## src/rtl/pipe_mips32_fwd.sv

```systemverilog
// pipe_mips32_fwd: 5-stage reduced-MIPS32 core with EX forwarding, load-use interlock and branch flush.
// Instruction and data memories are external with combinational read.
module pipe_mips32_fwd #(
  parameter int DATA_W   = 32,
  parameter int ADDR_W   = 10,
  parameter int PC_RESET = 0
) (
  input  logic              clk,
  input  logic              rst,
  output logic [ADDR_W-1:0] imem_addr,
  input  logic [31:0]       imem_rdata,
  output logic [ADDR_W-1:0] dmem_addr,
  output logic [DATA_W-1:0] dmem_wdata,
  output logic              dmem_we,
  input  logic [DATA_W-1:0] dmem_rdata,
  input  logic [4:0]        dbg_raddr,
  output logic [DATA_W-1:0] dbg_rdata,
  output logic              halted
);
  localparam logic [5:0] OP_ADD = 6'o00, OP_SUB = 6'o01, OP_AND = 6'o02, OP_OR = 6'o03,
                         OP_SLT = 6'o04, OP_MUL = 6'o05, OP_LW = 6'o10, OP_SW = 6'o11,
                         OP_ADDI = 6'o12, OP_SUBI = 6'o13, OP_SLTI = 6'o14,
                         OP_BNEQZ = 6'o15, OP_BEQZ = 6'o16;
  localparam logic [2:0] T_RR = 3'd0, T_RM = 3'd1, T_LD = 3'd2, T_ST = 3'd3,
                         T_BR = 3'd4, T_HLT = 3'd5, T_NOP = 3'd6;
  function automatic logic [2:0] dec(input logic [5:0] op);
    case (op)
      OP_ADD, OP_SUB, OP_AND, OP_OR, OP_SLT, OP_MUL: return T_RR;
      OP_ADDI, OP_SUBI, OP_SLTI:                     return T_RM;
      OP_LW:                                         return T_LD;
      OP_SW:                                         return T_ST;
      OP_BEQZ, OP_BNEQZ:                             return T_BR;
      default:                                       return T_HLT;
    endcase
  endfunction
  logic [DATA_W-1:0] regs [32];
  logic [ADDR_W-1:0] pc, pc_inc, ifid_npc, idex_npc, target;
  logic [31:0]       ifid_ir;
  logic              ifid_valid, halt_seen;
  logic [5:0]        id_op, idex_op;
  logic [4:0]        id_rs, id_rt, id_dest, idex_rs, idex_rt, idex_dest, exmem_dest, memwb_dest;
  logic [2:0]        id_type, idex_type, exmem_type, memwb_type;
  logic              id_we, idex_we, exmem_we, memwb_we, wb_we;
  logic [DATA_W-1:0] id_imm, id_a, id_b, idex_a, idex_b, idex_imm;
  logic [DATA_W-1:0] a_f, b_f, prod, alu, exmem_alu, exmem_b, memwb_res;
  logic              stall, taken, freeze;
  assign id_op   = ifid_ir[31:26];
  assign id_rs   = ifid_ir[25:21];
  assign id_rt   = ifid_ir[20:16];
  assign id_imm  = {{(DATA_W-16){ifid_ir[15]}}, ifid_ir[15:0]};
  assign id_type = ifid_valid ? dec(id_op) : T_NOP;
  assign id_dest = id_type == T_RR ? ifid_ir[15:11] : id_rt;
  assign id_we   = (id_type == T_RR || id_type == T_RM || id_type == T_LD) && id_dest != 5'd0;
  assign wb_we   = memwb_we && !halted;
  // Write-through: a register retiring this cycle is visible to the ID read.
  assign id_a = id_rs == 5'd0 ? '0 : (wb_we && memwb_dest == id_rs) ? memwb_res : regs[id_rs];
  assign id_b = id_rt == 5'd0 ? '0 : (wb_we && memwb_dest == id_rt) ? memwb_res : regs[id_rt];
  assign stall = idex_type == T_LD && idex_rt != 5'd0 &&
                 ((id_type != T_HLT && id_type != T_NOP && id_rs == idex_rt) ||
                  ((id_type == T_RR || id_type == T_ST) && id_rt == idex_rt));
  assign freeze = halt_seen || id_type == T_HLT;
  // A load still in EX/MEM never needs forwarding here: the interlock keeps its consumer one stage back.
  assign a_f = (exmem_we && exmem_type != T_LD && exmem_dest == idex_rs) ? exmem_alu :
               (memwb_we && memwb_dest == idex_rs) ? memwb_res : idex_a;
  assign b_f = (exmem_we && exmem_type != T_LD && exmem_dest == idex_rt) ? exmem_alu :
               (memwb_we && memwb_dest == idex_rt) ? memwb_res : idex_b;
  assign prod = a_f * b_f;
  assign alu = idex_type == T_RR ?
                 (idex_op == OP_ADD ? a_f + b_f : idex_op == OP_SUB ? a_f - b_f :
                  idex_op == OP_AND ? a_f & b_f : idex_op == OP_OR ? a_f | b_f :
                  idex_op == OP_SLT ? {{(DATA_W-1){1'b0}}, a_f < b_f} : prod) :
               idex_op == OP_SUBI ? a_f - idex_imm :
               idex_op == OP_SLTI ? {{(DATA_W-1){1'b0}}, a_f < idex_imm} : a_f + idex_imm;
  assign target = idex_npc + idex_imm[ADDR_W-1:0];
  assign taken  = idex_type == T_BR && (idex_op == OP_BEQZ ? a_f == '0 : a_f != '0);
  assign pc_inc = pc + ADDR_W'(1);
  assign imem_addr  = pc;
  assign dmem_addr  = exmem_alu[ADDR_W-1:0];
  assign dmem_wdata = exmem_b;
  assign dmem_we    = exmem_type == T_ST && !halted;
  assign dbg_rdata  = dbg_raddr == 5'd0 ? '0 : regs[dbg_raddr];
  always_ff @(posedge clk or posedge rst)
    if (rst) begin
      pc         <= ADDR_W'(PC_RESET);
      ifid_valid <= 1'b0;
      ifid_ir    <= '0;
      ifid_npc   <= '0;
      halt_seen  <= 1'b0;
      idex_type  <= T_NOP;
      idex_we    <= 1'b0;
      idex_op    <= '0;
      idex_rs    <= '0;
      idex_rt    <= '0;
      idex_dest  <= '0;
      idex_a     <= '0;
      idex_b     <= '0;
      idex_imm   <= '0;
      idex_npc   <= '0;
      exmem_type <= T_NOP;
      exmem_we   <= 1'b0;
      exmem_dest <= '0;
      exmem_alu  <= '0;
      exmem_b    <= '0;
      memwb_type <= T_NOP;
      memwb_we   <= 1'b0;
      memwb_dest <= '0;
      memwb_res  <= '0;
      halted     <= 1'b0;
      for (int i = 0; i < 32; i++) regs[i] <= '0;
    end else begin
      pc        <= taken ? target : (stall || freeze) ? pc : pc_inc;
      halt_seen <= halt_seen || (id_type == T_HLT && !taken);
      if (taken || freeze) ifid_valid <= 1'b0;
      else if (!stall) begin
        ifid_valid <= 1'b1;
        ifid_ir    <= imem_rdata;
        ifid_npc   <= pc_inc;
      end
      idex_type <= (taken || stall) ? T_NOP : id_type;
      idex_we   <= !(taken || stall) && id_we;
      idex_op   <= id_op;
      idex_rs   <= id_rs;
      idex_rt   <= id_rt;
      idex_dest <= id_dest;
      idex_a    <= id_a;
      idex_b    <= id_b;
      idex_imm  <= id_imm;
      idex_npc  <= ifid_npc;
      exmem_type <= idex_type;
      exmem_we   <= idex_we;
      exmem_dest <= idex_dest;
      exmem_alu  <= alu;
      exmem_b    <= b_f;
      memwb_type <= exmem_type;
      memwb_we   <= exmem_we;
      memwb_dest <= exmem_dest;
      memwb_res  <= exmem_type == T_LD ? dmem_rdata : exmem_alu;
      halted     <= halted || memwb_type == T_HLT;
      if (wb_we) regs[memwb_dest] <= memwb_res;
    end
endmodule
```

## config.mk

```make
export PLATFORM = sky130hd
export DESIGN_NAME = pipe_mips32_fwd
export DESIGN_NICKNAME = d
export VERILOG_FILES = /design/src/rtl/pipe_mips32_fwd.sv
export SDC_FILE = /design/constraint.sdc
export NUM_CORES = 2
export LEC_CHECK = 0
export BUFFER_PORTS_ARGS = -buffer_cell sky130_fd_sc_hd__buf_2
export CAP_MARGIN = 15
export CORE_MARGIN = 1.5
export CORE_UTILIZATION = 25
export DETAILED_ROUTE_END_ITERATION = 8
export SYNTH_ARGS = -nofsm -noshare
export SYNTH_HDL_FRONTEND = slang
export SYNTH_SLANG_ARGS = --single-unit
```

## constraint.sdc

```tcl
create_clock -name clk -period 44.6 [get_ports clk]
set_clock_uncertainty 0.15 [all_clocks]
set_input_delay 8.92 -clock clk [delete_from_list [all_inputs] [get_ports clk]]
set_output_delay 8.92 -clock clk [all_outputs]
set_load 0.05 [all_outputs]
```

==> impl_metrics.csv <==
group,metric,value,unit
status,outcome,"finished clean",
placement,hpwl,227,mm
cts,cts.repair.resized,0,
power_and_ir_drop,ir_drop,0.0431,mV
run,cap_violations,0,
global_routing,busiest_layer,"met2",
power_and_ir_drop,power,4.56,mW
yosys,seq_area_frac_synth,0.336,
placement,io_buffers,156,
timing,min_period_over_period,0.497,
timing,max_freq,45.1,MHz
cells_and_area,regArea,32800,um2
cts,clock_latency,820,ps
timing,setup_slack,22430,ps
critical_path,cp_max_fo,68,
worst_hold_path,hold_path.class,"reg -> reg",
die,io_pins,157,
route,detail-route-antenna-nets,0,
yosys,synth.avg_cell_area,12.3,um2
cells_and_area,multi_input_area,60200,um2
power_and_ir_drop,clockPowerShare,0.285,
route,drtIter0Drc,7934,
power_and_ir_drop,swShare,0.410,
timing,period_minus_slack,22170,ps
yosys,async_flop_share,1.00,
die,rows,229,
cts,cts_setup_buffers,0,
critical_path,slowest_delay,790,ps
cts,cts-hold-fix-buffers,0,
timing,setup_tns,0,ps
cells_and_area,fillers,39900,
timing,hold_viol,0,
die,start_util,0.251,
yosys,yosysWarnings,0,
power_and_ir_drop,power.density,41.8,nW/um2
yosys,synthCells,7923,
cells_and_area,layout.nets,8502,
route,drt-wirelength-per-cell,27.3,um
cells_and_area,area_growth,11.9,%
power_and_ir_drop,p_sw,1.87,mW
route,num_vias,69900,
global_routing,grt_max_degree,157,
cells_and_area,drive_gt1_frac,0.351,
critical_path,critPathTopFamily,"buffers and inverters",
die,die_h,627,um
yosys,ys_seq_elements,1308,
placement,pre_cts_ws,22320,ps
cts,root_buffer,"clkbuf_16",
critical_path,cp_num_buf_inv,4,
power_and_ir_drop,internal_power,2.69,mW
timing,setup_viol,0,
timing,slew_headroom,0.185,
critical_path,endpoint_kind,"output pin",
global_routing,grt_pass1_wl,517,mm
cts,htree_levels,4,
yosys,synth.distinct_cells,98,
timing,tightest_slew,1220,ps
critical_path,crit_type,"in -> out",
route,finalWirelength,356,mm
cts,clk_pin_slew,60,ps
cells_and_area,utilization,0.281,
cts,cts_tree,"yes",
cts,cts_buffers,147,
placement,placed_area,104000,um2
critical_path,crit_arrival,13100,ps
yosys,syn-num-nets,8701,
critical_path,cp_cell_sequence,"buf_8 -> buf_4 -> buf_4 -> mux4_2 -> mux2_2 -> a221oi_1 -> nor2_1 -> a21oi_1 -> nor2_1 -> buf_2",
route,dr.pass1.iters,6,
die,core_area,389000,um2
global_routing,grt_pass1_vias,69400,
placement,gp_congestion,0.955,
critical_path,worst_ep_required_time,35530,ps
critical_path,cp_slowest_cell,"buf_4",
power_and_ir_drop,seq_power_share,0.337,
global_routing,grt.met3_usage,0.0511,
global_routing,antenna_found_initial,44,
route,drc,0,
cts,cts_sinks,1308,
global_routing,gr-usage-met1,0.239,
timing,slew_viol_final,0,
die,die_w,627,um
global_routing,met2_usage,0.275,
route,routed_via_density,5.36,
cts,clock_path_buffers,4,
power_and_ir_drop,pwr-share-comb,0.377,
cells_and_area,final_area,109000,um2
yosys,synth_edf_count,0,
global_routing,gr-total-overflow,0,
yosys,synth_area,97500,um2
timing,rsz0062_at_grt,"no",
global_routing,grt_use_total,0.179,
critical_path,critPathLaunchType,"input pin",
yosys,yosys_most_used_dff,"dfrtp_1",
die,dieArea,394000,um2
power_and_ir_drop,p_leak,48.3,nW
[path summary, 6_finish.rpt]
path | startpoint | end | slack [ps] | cells past startpoint
worst max-delay path | dbg_raddr[0] | dbg_rdata[12] | 22430 | 10
worst min-delay path | idex_dest[3] | exmem_dest[3] | 200 | 0
worst max register to register | memwb_dest[2] | exmem_alu[31] | 33210 | 36
worst min register to register | idex_dest[3] | exmem_dest[3] | 200 | 0
max in group asynchronous | rst | regs[415] | 31680 | 8
min in group asynchronous | rst | ifid_ir[28] | 8230 | 3
[layout make-up]
type,instances,area share
diodes,12,0.000275
clock buffers,189,0.0374
clock inverters,70,0.00846
inverters,549,0.0190
multi-input cells,5369,0.552
flip-flops and latches,1308,0.301
well taps,5197,0.0596
repair buffers,349,0.0224
[cells by family after synthesis]
logic type / synth area share
DFF: 0.336
buffers and inverters: 0.0501
muxes: 0.349
and+or+nand+nor: 0.0596
xor gates and xnor gates: 0.0162
adders and majority gates: 0.123
AOI/OAI and AO/OA: 0.0663
[Yosys cell counts, types with 17 or more instances]
cell | n | area [um2]
ha_1 | 294 | 3680
inv_2 | 22 | 82.6
o211ai_1 | 38 | 285
xnor2_1 | 127 | 1110
nand2b_1 | 30 | 188
nand2_1 | 376 | 1410
a221oi_1 | 38 | 333
o21bai_1 | 43 | 323
and3_1 | 19 | 119
nor3_1 | 72 | 360
a31oi_1 | 28 | 175
nor2b_1 | 22 | 138
a21oi_1 | 300 | 1500
a211oi_1 | 33 | 248
or3_1 | 17 | 106
a21o_1 | 54 | 405
mux2i_1 | 189 | 1890
nor2_1 | 667 | 2500
fa_1 | 413 | 8270
inv_1 | 515 | 1930
buf_2 | 24 | 120
buf_4 | 17 | 128
o22ai_1 | 46 | 288
dfrtp_1 | 1302 | 32600
xor2_1 | 34 | 298
mux2_2 | 1124 | 12700
nand3_1 | 49 | 245
clkbuf_1 | 466 | 1750
buf_1 | 177 | 664
nor4_1 | 19 | 119
a31o_2 | 23 | 201
a221o_1 | 21 | 210
mux4_2 | 866 | 19500
o221ai_1 | 49 | 429
o21ai_0 | 161 | 806
[state kept, by name, summed over array words and instances, names as in the netlist, 3 cells and up]
| name | flops |
|---|---|
| exmem_dest | 5 |
| idex_imm | 16 |
| ifid_npc | 10 |
| idex_op | 6 |
| memwb_res | 32 |
| idex_rt | 5 |
| exmem_alu | 32 |
| dmem_wdata | 32 |
| memwb_type | 3 |
| memwb_dest | 5 |
| ifid_ir | 32 |
| idex_dest | 5 |
| regs | 1024 |
| idex_type | 3 |
| idex_rs | 5 |
| idex_b | 32 |
| idex_npc | 10 |
| exmem_type | 3 |
| idex_a | 32 |
| imem_addr | 10 |
[power by group through the flow]
stage | Combinational (mW) | Sequential [mW] | Clock [mW]
floorplan | 1.24 | 1.42 | 0
global placement | 1.68 | 1.57 | 0
detailed placement | 1.68 | 1.57 | 0
CTS | 1.69 | 1.55 | 1.33
global route | 1.83 | 1.56 | 1.37
finish | 1.72 | 1.54 | 1.30
[placed cells by master (no fill, tap or decap), types with 38 or more instances in the layout]
master	instances
dfrtp_1	1292
mux2_2	1124
mux4_2	866
nor2_1	649
inv_1	514
fa_1	413
nand2_1	359
a21oi_1	299
ha_1	294
mux2i_1	189
buf_4	181
o21ai_0	159
buf_2	152
clkbuf_16	148
xnor2_1	127
nor3_1	66
a21o_1	54
nand3_1	49
o221ai_1	49
o22ai_1	46
o21bai_1	43
a221oi_1	38
o211ai_1	38
[layer usage]
metal,share of wire,vias to the layer above
li1,-,28500
met1,0.40,36800
met2,0.45,3698
met3,0.11,832
met4,0.043,12
met5,0.00024,-
[through the flow]
step	hold slack [ps]	cells
floorplan	181	7923
global placement	182	12800
detailed placement	186	12800
CTS	200	13000
global route	209	13000
finish	199	13000
No activity file was read; power rests on OpenSTA's default activity.
